`config.mk`:
```
export PLATFORM = sky130hd
export DESIGN_NAME = sme_host_driver
export DESIGN_NICKNAME = d
export VERILOG_FILES = /design/src/rtl/sme_pkg.sv /design/src/rtl/sme_char_buf.sv /design/src/rtl/sme_host_driver.sv
export SDC_FILE = /design/constraint.sdc
export NUM_CORES = 1
export LEC_CHECK = 0
export ABC_AREA = 1
export BUFFER_PORTS_ARGS = -buffer_cell sky130_fd_sc_hd__buf_2
export CAP_MARGIN = 10
export CORE_MARGIN = 5
export CORE_UTILIZATION = 67
export CTS_CLUSTER_SIZE = 28
export DETAILED_ROUTE_END_ITERATION = 8
export GPL_TIMING_DRIVEN = 0
export PLACE_DENSITY_LB_ADDON = 0.08
export SKIP_CTS_REPAIR_TIMING = 1
export SLEW_MARGIN = 20
export SYNTH_ARGS = -nofsm -noshare
export SYNTH_HDL_FRONTEND = slang
export SYNTH_HIERARCHICAL = 1
export SYNTH_SLANG_ARGS = --single-unit
```
`constraint.sdc`:
```
create_clock -name clk -period 4.7 [get_ports clk]
set_input_delay 0.235 -clock clk [delete_from_list [all_inputs] [get_ports clk]]
set_output_delay 0.235 -clock clk [all_outputs]
set_load 0.01 [all_outputs]
```
`src/rtl/sme_pkg.sv`:
```
// Shared definitions for the SME host driver: FSM state encoding, the SME
// special-character codes and the default buffer geometry.
package sme_pkg;

    typedef enum logic [2:0] {
        ST_LOAD   = 3'd0,
        ST_SEND_S = 3'd1,
        ST_SEND_P = 3'd2,
        ST_WAIT   = 3'd3,
        ST_REPORT = 3'd4
    } state_e;

    // Characters with special meaning to the SME pattern matcher.
    localparam logic [7:0] CH_HEAD  = 8'h5E;  // '^' anchor to string start
    localparam logic [7:0] CH_TAIL  = 8'h24;  // '$' anchor to string end
    localparam logic [7:0] CH_ANY   = 8'h2E;  // '.' matches any character
    localparam logic [7:0] CH_SPACE = 8'h20;  // word separator

    localparam int MAX_STR_DEF = 32;
    localparam int MAX_PAT_DEF = 8;
    localparam int TIMEOUT_DEF = 64;
    localparam int TO_W_DEF    = 7;
    localparam int IDX_W       = 5;   // width of the SME match_index

endpackage

```
`src/rtl/sme_char_buf.sv`:
```
// Byte buffer with write pointer, saturating length and sticky overflow.
// A write with restart_i set lands at address 0 and begins a new sequence.
module sme_char_buf #(
    parameter  int DEPTH = 8,
    localparam int AW    = $clog2(DEPTH),
    localparam int LW    = $clog2(DEPTH + 1)
) (
    input  logic          clk,
    input  logic          rst_n,
    input  logic          wr_en_i,
    input  logic          restart_i,
    input  logic [7:0]    wr_data_i,
    input  logic          clr_len_i,
    input  logic          clr_ovf_i,
    input  logic [AW-1:0] rd_addr_i,
    output logic [7:0]    rd_data_o,
    output logic [LW-1:0] len_o,
    output logic          ovf_next_o
);

    logic [7:0]    mem_q [DEPTH];
    logic [LW-1:0] len_q, len_d;
    logic [LW-1:0] base;
    logic          full;
    logic          ovf_q, ovf_d;

    // Address the incoming byte would occupy; at DEPTH it is dropped.
    assign base = restart_i ? '0 : len_q;
    assign full = (base == LW'(DEPTH));

    // Next length and overflow flag.
    always_comb begin
        len_d = len_q;
        ovf_d = ovf_q;
        if (clr_len_i) len_d = '0;
        if (clr_ovf_i) ovf_d = 1'b0;
        if (wr_en_i) begin
            if (restart_i) ovf_d = 1'b0;
            if (full) ovf_d = 1'b1;
            else      len_d = base + LW'(1);
        end
    end

    // Length and overflow state.
    always_ff @(posedge clk or negedge rst_n) begin
        if (!rst_n) begin
            len_q <= '0;
            ovf_q <= 1'b0;
        end else begin
            len_q <= len_d;
            ovf_q <= ovf_d;
        end
    end

    // Byte storage.
    // NOTE: the data array has no reset; only bytes below len_q are ever read,
    // so clearing it would only cost a reset net on every storage flop.
    always_ff @(posedge clk) begin
        if (wr_en_i && !full) mem_q[base[AW-1:0]] <= wr_data_i;
    end

    assign rd_data_o  = mem_q[rd_addr_i];
    assign len_o      = len_q;
    assign ovf_next_o = ovf_d;

endmodule

```
`src/rtl/sme_host_driver.sv`:
```
// Host-side driver for the string matching engine: buffers string and pattern
// bytes from an upstream stream, replays them to the SME with contiguous
// framing, waits for the result pulse and presents it on a result handshake.
module sme_host_driver
    import sme_pkg::*;
#(
    parameter int MAX_STR = MAX_STR_DEF,
    parameter int MAX_PAT = MAX_PAT_DEF,
    parameter int TIMEOUT = TIMEOUT_DEF,
    parameter int TO_W    = TO_W_DEF
) (
    input  logic             clk,
    input  logic             reset,
    input  logic             in_valid,
    output logic             in_ready,
    input  logic             in_kind,
    input  logic [7:0]       in_char,
    input  logic             in_last,
    output logic [7:0]       chardata,
    output logic             isstring,
    output logic             ispattern,
    input  logic             valid,
    input  logic             match,
    input  logic [IDX_W-1:0] match_index,
    output logic             res_valid,
    input  logic             res_ready,
    output logic             res_match,
    output logic [IDX_W-1:0] res_index,
    output logic             res_timeout,
    output logic             res_ovf,
    output logic             res_err
);

    localparam int SLW = $clog2(MAX_STR + 1);
    localparam int PLW = $clog2(MAX_PAT + 1);
    localparam int SAW = $clog2(MAX_STR);
    localparam int PAW = $clog2(MAX_PAT);

    state_e           state_q, state_d;
    logic [SLW-1:0]   idx_q, idx_d;
    logic [TO_W-1:0]  to_cnt_q, to_cnt_d;
    logic             str_loaded_q, str_loaded_d;
    logic             str_dirty_q, str_dirty_d;
    logic             str_fresh_q, str_fresh_d;
    logic             pat_fresh_q, pat_fresh_d;

    logic             in_ready_q, in_ready_d;
    logic [7:0]       chardata_q, chardata_d;
    logic             isstring_q, isstring_d;
    logic             ispattern_q, ispattern_d;
    logic             res_valid_q, res_valid_d;
    logic             res_match_q, res_match_d;
    logic [IDX_W-1:0] res_index_q, res_index_d;
    logic             res_timeout_q, res_timeout_d;
    logic             res_ovf_q, res_ovf_d;
    logic             res_err_q, res_err_d;

    logic             beat, str_wr, pat_wr, rep_done, ovf_any;
    logic [SAW-1:0]   s_rd_addr;
    logic [PAW-1:0]   p_rd_addr;
    logic [7:0]       s_rd_data, p_rd_data, p_first;
    logic [SLW-1:0]   str_len;
    logic [PLW-1:0]   pat_len;
    logic             s_ovf_next, p_ovf_next;

    assign beat     = in_valid & in_ready_q;
    assign str_wr   = beat & ~in_kind;
    assign pat_wr   = beat & in_kind;
    assign rep_done = (state_q == ST_REPORT) & res_ready;
    assign ovf_any  = s_ovf_next | p_ovf_next;

    // Each buffer is read from address 0 until its own replay phase.
    assign s_rd_addr = (state_q == ST_SEND_S) ? idx_q[SAW-1:0] : '0;
    assign p_rd_addr = (state_q == ST_SEND_P) ? idx_q[PAW-1:0] : '0;

    // A one-byte pattern is still being written when its replay is set up,
    // so its first byte comes straight from the input.
    assign p_first = (pat_fresh_q || pat_len == '0) ? in_char : p_rd_data;

    sme_char_buf #(.DEPTH(MAX_STR)) u_str_buf (
        .clk        (clk),
        .rst_n      (reset),
        .wr_en_i    (str_wr),
        .restart_i  (str_fresh_q),
        .wr_data_i  (in_char),
        .clr_len_i  (1'b0),
        .clr_ovf_i  (rep_done),
        .rd_addr_i  (s_rd_addr),
        .rd_data_o  (s_rd_data),
        .len_o      (str_len),
        .ovf_next_o (s_ovf_next)
    );

    sme_char_buf #(.DEPTH(MAX_PAT)) u_pat_buf (
        .clk        (clk),
        .rst_n      (reset),
        .wr_en_i    (pat_wr),
        .restart_i  (pat_fresh_q),
        .wr_data_i  (in_char),
        .clr_len_i  (rep_done),
        .clr_ovf_i  (rep_done),
        .rd_addr_i  (p_rd_addr),
        .rd_data_o  (p_rd_data),
        .len_o      (pat_len),
        .ovf_next_o (p_ovf_next)
    );

    // Next-state and next-output logic for the load/send/wait/report sequence.
    always_comb begin
        // NOTE: every variable gets a default before the case so that no path
        // leaves one unassigned, which would otherwise infer a latch.
        state_d       = state_q;
        idx_d         = idx_q;
        to_cnt_d      = to_cnt_q;
        str_loaded_d  = str_loaded_q;
        str_dirty_d   = str_dirty_q;
        str_fresh_d   = str_fresh_q;
        pat_fresh_d   = pat_fresh_q;
        in_ready_d    = 1'b0;
        chardata_d    = '0;
        isstring_d    = 1'b0;
        ispattern_d   = 1'b0;
        res_valid_d   = res_valid_q;
        res_match_d   = res_match_q;
        res_index_d   = res_index_q;
        res_timeout_d = res_timeout_q;
        res_ovf_d     = res_ovf_q;
        res_err_d     = res_err_q;

        case (state_q)
            ST_LOAD: begin
                in_ready_d = 1'b1;
                if (str_wr) begin
                    str_dirty_d = 1'b1;
                    str_fresh_d = in_last;
                    pat_fresh_d = 1'b1;
                    if (in_last) str_loaded_d = 1'b1;
                end
                if (pat_wr) begin
                    pat_fresh_d = in_last;
                    str_fresh_d = 1'b1;
                    if (in_last) begin
                        in_ready_d = 1'b0;
                        if (!str_loaded_q) begin
                            state_d       = ST_REPORT;
                            res_valid_d   = 1'b1;
                            res_err_d     = 1'b1;
                            res_match_d   = 1'b0;
                            res_index_d   = '0;
                            res_timeout_d = 1'b0;
                            res_ovf_d     = ovf_any;
                        end else if (str_dirty_q) begin
                            state_d    = ST_SEND_S;
                            isstring_d = 1'b1;
                            chardata_d = s_rd_data;
                            idx_d      = SLW'(1);
                        end else begin
                            state_d     = ST_SEND_P;
                            ispattern_d = 1'b1;
                            chardata_d  = p_first;
                            idx_d       = SLW'(1);
                        end
                    end
                end
            end

            ST_SEND_S: begin
                if (idx_q < str_len) begin
                    isstring_d = 1'b1;
                    chardata_d = s_rd_data;
                    idx_d      = idx_q + SLW'(1);
                end else begin
                    state_d     = ST_SEND_P;
                    str_dirty_d = 1'b0;
                    ispattern_d = 1'b1;
                    chardata_d  = p_rd_data;
                    idx_d       = SLW'(1);
                end
            end

            ST_SEND_P: begin
                if (idx_q < SLW'(pat_len)) begin
                    ispattern_d = 1'b1;
                    chardata_d  = p_rd_data;
                    idx_d       = idx_q + SLW'(1);
                end else begin
                    state_d  = ST_WAIT;
                    to_cnt_d = '0;
                end
            end

            ST_WAIT: begin
                if (valid) begin
                    state_d       = ST_REPORT;
                    res_valid_d   = 1'b1;
                    res_match_d   = match;
                    res_index_d   = match_index;
                    res_timeout_d = 1'b0;
                    res_ovf_d     = ovf_any;
                    res_err_d     = 1'b0;
                end else if (to_cnt_q == TO_W'(TIMEOUT - 1)) begin
                    state_d       = ST_REPORT;
                    res_valid_d   = 1'b1;
                    res_match_d   = 1'b0;
                    res_index_d   = '0;
                    res_timeout_d = 1'b1;
                    res_ovf_d     = ovf_any;
                    res_err_d     = 1'b0;
                end else begin
                    to_cnt_d = to_cnt_q + TO_W'(1);
                end
            end

            ST_REPORT: begin
                if (res_ready) begin
                    state_d       = ST_LOAD;
                    in_ready_d    = 1'b1;
                    res_valid_d   = 1'b0;
                    res_match_d   = 1'b0;
                    res_index_d   = '0;
                    res_timeout_d = 1'b0;
                    res_ovf_d     = 1'b0;
                    res_err_d     = 1'b0;
                end
            end

            default: state_d = ST_LOAD;
        endcase
    end

    // State and registered outputs; reset also discards the buffered string.
    always_ff @(posedge clk or negedge reset) begin
        if (!reset) begin
            state_q       <= ST_LOAD;
            idx_q         <= '0;
            to_cnt_q      <= '0;
            str_loaded_q  <= 1'b0;
            str_dirty_q   <= 1'b0;
            str_fresh_q   <= 1'b1;
            pat_fresh_q   <= 1'b1;
            in_ready_q    <= 1'b0;
            chardata_q    <= '0;
            isstring_q    <= 1'b0;
            ispattern_q   <= 1'b0;
            res_valid_q   <= 1'b0;
            res_match_q   <= 1'b0;
            res_index_q   <= '0;
            res_timeout_q <= 1'b0;
            res_ovf_q     <= 1'b0;
            res_err_q     <= 1'b0;
        end else begin
            // NOTE: non-blocking assignments so every register samples the
            // pre-edge values regardless of statement order.
            state_q       <= state_d;
            idx_q         <= idx_d;
            to_cnt_q      <= to_cnt_d;
            str_loaded_q  <= str_loaded_d;
            str_dirty_q   <= str_dirty_d;
            str_fresh_q   <= str_fresh_d;
            pat_fresh_q   <= pat_fresh_d;
            in_ready_q    <= in_ready_d;
            chardata_q    <= chardata_d;
            isstring_q    <= isstring_d;
            ispattern_q   <= ispattern_d;
            res_valid_q   <= res_valid_d;
            res_match_q   <= res_match_d;
            res_index_q   <= res_index_d;
            res_timeout_q <= res_timeout_d;
            res_ovf_q     <= res_ovf_d;
            res_err_q     <= res_err_d;
        end
    end

    assign in_ready    = in_ready_q;
    assign chardata    = chardata_q;
    assign isstring    = isstring_q;
    assign ispattern   = ispattern_q;
    assign res_valid   = res_valid_q;
    assign res_match   = res_match_q;
    assign res_index   = res_index_q;
    assign res_timeout = res_timeout_q;
    assign res_ovf     = res_ovf_q;
    assign res_err     = res_err_q;

endmodule

```
Word level (Yosys, flattened, before mapping)
Memory sizes are Yosys's and may differ from the RTL's.
Index checks and enable logic that the tools add are counted.
- eq/ne operators: 19
- $mul: 0
- shift operators: 0
- $lt $le $gt $ge: 2
- bitwise logic cells: 7
- $add $sub $neg: 4
- reduce and logical (&&, ||, !) cells: 20
- multiplexer cells: 100
- divide/modulo/power cells: 0
- operator list (cell ; count):
    two-way mux 8 bit ; 7
    two-way mux 1 bit ; 49
    two-way mux 6 bit ; 6
    two-way mux 5 bit ; 7
    two-way mux 3 bit ; 9
    case mux 8 bit (3 select lines) ; 1
    two-way mux 7 bit ; 3
    case mux 1 bit (3 select lines) ; 6
    case mux 6 bit (3 select lines) ; 1
    two-way mux 4 bit ; 4
    inequality test 2 bit (second input constant) ; 8
    case mux 3 bit (5 select lines) ; 1
    case mux 5 bit (3 select lines) ; 1
    case mux 7 bit (2 select lines) ; 1
    adder 6 x 1 -> 6 bit (second input constant) ; 2
    AND reduction 6 bit ; 2
    adder 7 x 1 -> 7 bit (second input constant) ; 1
    equality test 7 x 6 -> 1 bit (second input constant) ; 1
    equality test 3 x 2 -> 1 bit (second input constant) ; 2
    equality test 6 bit (second input constant) ; 1
    less-than comparator 6 x 4 -> 1 bit ; 1
    less-than comparator 6 bit ; 1
    inequality test 2 x 1 -> 1 bit (second input constant) ; 3
    case mux 1 bit (2 select lines) ; 3
    20 further kinds ; 31
- latch bits: 0
- flip-flop bits (word level): 53
- memories: 2
- input port bits: 21
- word-level logic and storage cells: 175
- bits in writable memories: 320
- ROM bits: 0
- memory list (name ; words ; bits a word ; read ports ; clocked after memory_dff ; wr ports ; line ; source):
    u_str_buf.mem_q ; 32 ; 8 ; 1 ; 0 ; 1 ; sme_char_buf.sv:21 ; logic [7:0] mem_q [DEPTH];
    u_pat_buf.mem_q ; 8 ; 8 ; 1 ; 0 ; 1 ; sme_char_buf.sv:21 ;

Depth between registers and ports, before layout
- word-level depth: 11
- gate-level depth with buffers: 19

Modules after synthesis
Netlist, hierarchy kept.
- by module, submodules not included (module ; instances ; area an instance (µm²) ; cells each ; seq. area each (µm²)):
    sme_char_buf (u_str_buf) ; 1 ; 10959.3 ; 973 ; 7862.5
    sme_char_buf (u_pat_buf) ; 1 ; 2892.8 ; 254 ; 2047.0
    sme_host_driver ; 1 ; 2668.8 ; 382 ; 1028.5

Least setup slack after synthesis
OpenSTA, ideal clock, no wires.
- kind: register to register
- start: reg state_q[2]
- end: reg chardata_q[5] (netlist: chardata[5])
- period minus slack after synthesis: 2.203 ns
- stages on the path, launching flop included: 19
- required time: 4.576 ns
- buffers on the path: 2
- setup slack: 2.497 ns
- arrival time: 2.079 ns
- cells stage by stage: dfrtp_1 nor3_4 inv_1 nor2_1 inv_1 buf_4 buf_4 nand2_1 nand3_1 nand3_1 nand2_1 nand2_1 nand2_1 nand2_1 nand2_1 nand2_1 nand2_1 nand2_1 nand3_1
- RTL lines (what ; line ; source):
    start: declaration ; sme_host_driver.sv:39 ; state_e state_q, state_d;
    start signal: assignment ; sme_host_driver.sv:254 ; state_q <= state_d;
    equality test 3 x 1 -> 1 bit (*) ; sme_host_driver.sv:73 ; assign s_rd_addr = (state_q == ST_SEND_S) ? idx_q[SAW-1:0] : '0;
    two-way mux 5 bit (*) ; sme_host_driver.sv:73 ;
    via s_rd_addr[0] ; sme_host_driver.sv:59 ; logic [SAW-1:0] s_rd_addr;
    memory (32 x 8 bit) (*) ; - ;
    via s_rd_data[5] ; sme_host_driver.sv:61 ; logic [7:0] s_rd_data, p_rd_data, p_first;
    two-way mux 8 bit ; sme_host_driver.sv:152 ; end else if (str_dirty_q) begin
    two-way mux 8 bit ; sme_host_driver.sv:144 ; if (!str_loaded_q) begin
    two-way mux 8 bit ; sme_host_driver.sv:142 ; if (in_last) begin
    two-way mux 8 bit ; sme_host_driver.sv:139 ; if (pat_wr) begin
    case mux 8 bit (3 select lines) (*) ; sme_host_driver.sv:130 ; case (state_q)
    via chardata_d[5] ; sme_host_driver.sv:48 ; logic [7:0] chardata_q, chardata_d;
    end signal: assignment ; sme_host_driver.sv:262 ; chardata_q <= chardata_d;
    end: declaration ; sme_host_driver.sv:48 ;
The timed path passes the listed nets; every way through them passes the cells marked *.
A chain may end at the register's enable or synchronous reset.

Final worst setup path
- start: reg state_q[2]
- end: reg chardata_q[7] (netlist: chardata[7])
The elaborated chain is that of the path after synthesis.

==> qor.csv <==
stage,metric,value,unit
sta,period_needed,3.12,ns
layout,nNetsFinal,1732,
drt,ant_nets,0,
critical_path,cpMostUsedCell,nand2_1,
critical_path,critPathCaptureType,flip-flop,
power,p_leak,7.42,nW
power,total_power,9.04,mW
critical_path,critPathMaxStageDelay,0.50,ns
power,power_switching,2.89,mW
drt,met1Wirelength,16700,µm
critical_path,crit_path_cell_trace,nor3_4 -> inv_1 -> nor2_1 -> inv_1 -> buf_4 -> buf_4 -> nand2_1 -> nand3_1 -> nand3_1 -> nand2_1 -> nand2_1 -> nand2_1 -> nand2_1 -> nand2_1 -> nand2_1 -> nand2_1 -> nand2_1 -> nand3_1,
sta,slew_headroom,21.0,%
power,p_sw_share,32.0,%
sta,max_freq,321,MHz
synthesis,synth_cells,1609,
synthesis,syn_area,16500,µm²
critical_path,rr_worst_depth,18,
synthesis,synthTopCellsByArea,"edfxtp_1 (58%), nand2_1 (13%), dfrtp_1 (7.7%)",
critical_path,critPathArrivalTime,3.50,ns
power,p_int,6.14,mW
sta,timing.final.crit_share,66.3,%
floorplan,num_io_pins,42,
drt,wl_per_cell,20.2,µm
sta,finClkSkew,0.0173,ns
synthesis,ys_types,41,
floorplan,fp.dieH,167,µm
place,placed_area,17200,µm²
drt,drt-vias-per-instance,5.94,
layout,finalNonFillerCells,2052,
drt,wirelength,41400,µm
clocking,clkLatencyLatePin,0.53,ns
layout,utilization,76.2,%
layout,filler_cell_count,1649,
power,ir_drop,0.348,mV
synthesis,syn_avg_cell_area,10.3,µm²
critical_path,crit_type,reg2reg,
floorplan,start_util,67.9,%
drt,vias,12200,
floorplan,die_area,27900,µm²
worst_hold_path,whs_path_depth,3,
outcome,outcome,"complete, no violations",
sta,tightest_slew,1.18,ns
grt,grt_max_degree,54,
synthesis,yosysTopAreaCellShare,58.2,%
sta,rsz0062_at_grt,no,
drt,drcViolationCount,0,
critical_path,critPathLaunchType,flip-flop,
layout,diodes,0,
sta,finalSetupViolations,0,
sta,whs,0.0142,ns
layout,drive_gt1_share,11.8,%
clocking,root_buffer,clkbuf_16,
grt,grt_antenna_before_repair,0,
sta,drv_slew,0,
floorplan,coreArea,24300,µm²
drt,drtIter0Drc,1872,
synthesis,synth_edf_count,320,
synthesis,yosys_warnings,6,
power,power_density,488,nW/µm²
place,place_congestion,0.891,
floorplan,rows,57,
critical_path,required,5.08,ns
sta,fin_tns_setup,0,ns
power,seqPwrFrac,42.9,%
drt,top_layer,met4,
power,p_comb_share,25.2,%
floorplan,fp.dieW,167,µm
critical_path,cp_slowest_cell,dfrtp_1,
sta,setup_slack,1.58,ns
synthesis,ys_async_sr_fraction,14.2,%
grt,grt_pass1_wl,63200,µm
place,io_buffers,41,
synthesis,synth_ff_type,edfxtp_1,
power,clkPwrFrac,31.9,%
synthesis,synth-seq-cells,373,
grt,grt-ovfl-total,0,
drt,dr_wl_met2,19800,µm
clocking,cts_buffer_depth,3,
drt,met3_length,3870,µm
critical_path,worstPathMaxFanout,10,
synthesis,yosysSeqAreaShare,66.2,%
sta,final_hold_viol_count,0,
clocking,htree_levels,2,
grt,grt_usage,29.2,%
drt,dr.pass1.iters,5,
clocking,cts_made_buffers,38,
worst_hold_path,hold_class,in2reg,
layout,postLayoutCellArea,18500,µm²
layout,syn_to_final_growth,12.1,%
clocking,tritoncts,yes,
clocking,cts_sinks,373,
grt,grt_pass1_vias,11500,
place,dp.final_hpwl,26600,µm
clocking,cts.clk_slew.worst_paths,0.06,ns
run,drv_cap,0,
synthesis,synth_top_area_cell,edfxtp_1,
place,dp_cells,1977,
place,dpl_worst_slack,1.66,ns
[cell usage after synthesis, types with 2 or more instances]
master,number
clkbuf_1,11
a21oi_1,6
nand3b_1,10
clkinv_1,3
xor2_1,3
nand4_1,19
buf_2,28
nand3_1,243
buf_6,7
o21ai_1,34
nor2_2,3
dfrtp_1,51
nand2_1,557
nor2_4,3
buf_1,4
buf_4,16
o21ai_0,32
nand2_2,14
nor3_1,25
inv_2,8
nor3b_1,2
ha_1,10
edfxtp_1,320
nor2_1,97
o31ai_1,4
inv_1,81
nand2_4,3
dfstp_2,2
[worst max-delay path: cells and delay by family, from the launching register on]
| family | cells | cell delay, ns |
|---|---|---|
| flops | 1 | 0.50 |
| simple gates | 14 | 1.76 |
| buf+inv | 4 | 0.72 |
[sequential cells by signal (all words and copies together) (netlist names), 3 cells and up]
signal,cells
u_str_buf/mem_q,256
u_str_buf/len_o,6
state_q,3
idx_q,6
chardata,8
u_pat_buf/mem_q,64
u_pat_buf/len_o,4
to_cnt_q,7
res_index,5
[cells in the final DEF, fill, tap and decap left out, types with 4 or more instances in the layout]
master / netlist / final
nand3b_1: 10 / 10
ha_1: 10 / 10
nand4_1: 19 / 19
dfrtp_1: 51 / 51
inv_2: 8 / 8
buf_4: 16 / 17
nor3_2: 0 / 19
nand2_1: 557 / 557
clkinv_1: 3 / 10
o21ai_0: 32 / 32
o31ai_1: 4 / 4
clkbuf_16: 0 / 39
nor2_1: 97 / 97
edfxtp_1: 320 / 320
nor3_1: 25 / 6
buf_1: 4 / 4
clkbuf_1: 11 / 20
clkinv_2: 0 / 6
nand2_2: 14 / 14
o21ai_1: 34 / 34
dlygate4sd3_1: 0 / 8
nand3_1: 243 / 243
buf_2: 28 / 69
a21oi_1: 6 / 6
inv_1: 81 / 81
buf_6: 7 / 7
[power by group through the flow]
| stage | combinational, mW | sequential (mW) | clock (mW) |
|---|---|---|---|
| after floorplan | 1.51 | 3.93 | 0 |
| after global placement | 2.15 | 3.93 | 0 |
| after detailed placement | 2.21 | 3.94 | 0 |
| after CTS | 2.23 | 3.87 | 2.92 |
| after global routing | 2.50 | 3.89 | 3.08 |
| final | 2.28 | 3.87 | 2.88 |
[worst paths after layout]
| kind | start | slack (ns) | end |
|---|---|---|---|
| max | state_q[2] | 1.58 | chardata[7] |
| min | res_ready | 0.01 | in_ready |
| max reg2reg | state_q[2] | 1.58 | chardata[7] |
| min reg2reg | res_valid | 0.48 | res_valid |
| max in group asynchronous | reset | 3.92 | u_str_buf/len_o[3] |
| min in group asynchronous | reset | 0.31 | chardata[1] |
[metal layers]
layer,vias up,track usage (%)
li1,5657,-
met1,5831,42.5
met2,606,47.3
met3,85,4.08
met4,0,8.04
met5,-,0
[area by class of cell]
type                       instances  area [µm²]  share of cell area [%]
buffer                            67         415                    2.24
clock buffer                      49        1020                    5.53
clock inverter                    18         164                   0.885
inverter                          92         345                    1.86
multi-input combinational       1079        4940                    26.7
sequential                       373       10900                    59.1
tap                              324         405                    2.19
timing repair buffer              50         293                    1.58
[logic make-up (layout without fill, tap and decap cells)]
kind of cell	count (synthesis)	in the layout	share of synthesized area, %
buffers and inverters	159	276	4.60
flip-flops	373	373	66.2
AND/OR/NAND/NOR	979	979	25.5
other	1	3	0.0227
XOR/XNOR	3	3	0.159
AO/OA/AOI/OAI	84	84	2.76
adder cells (fa/ha/maj)	10	10	0.757
(Power assumes the default switching activity.)
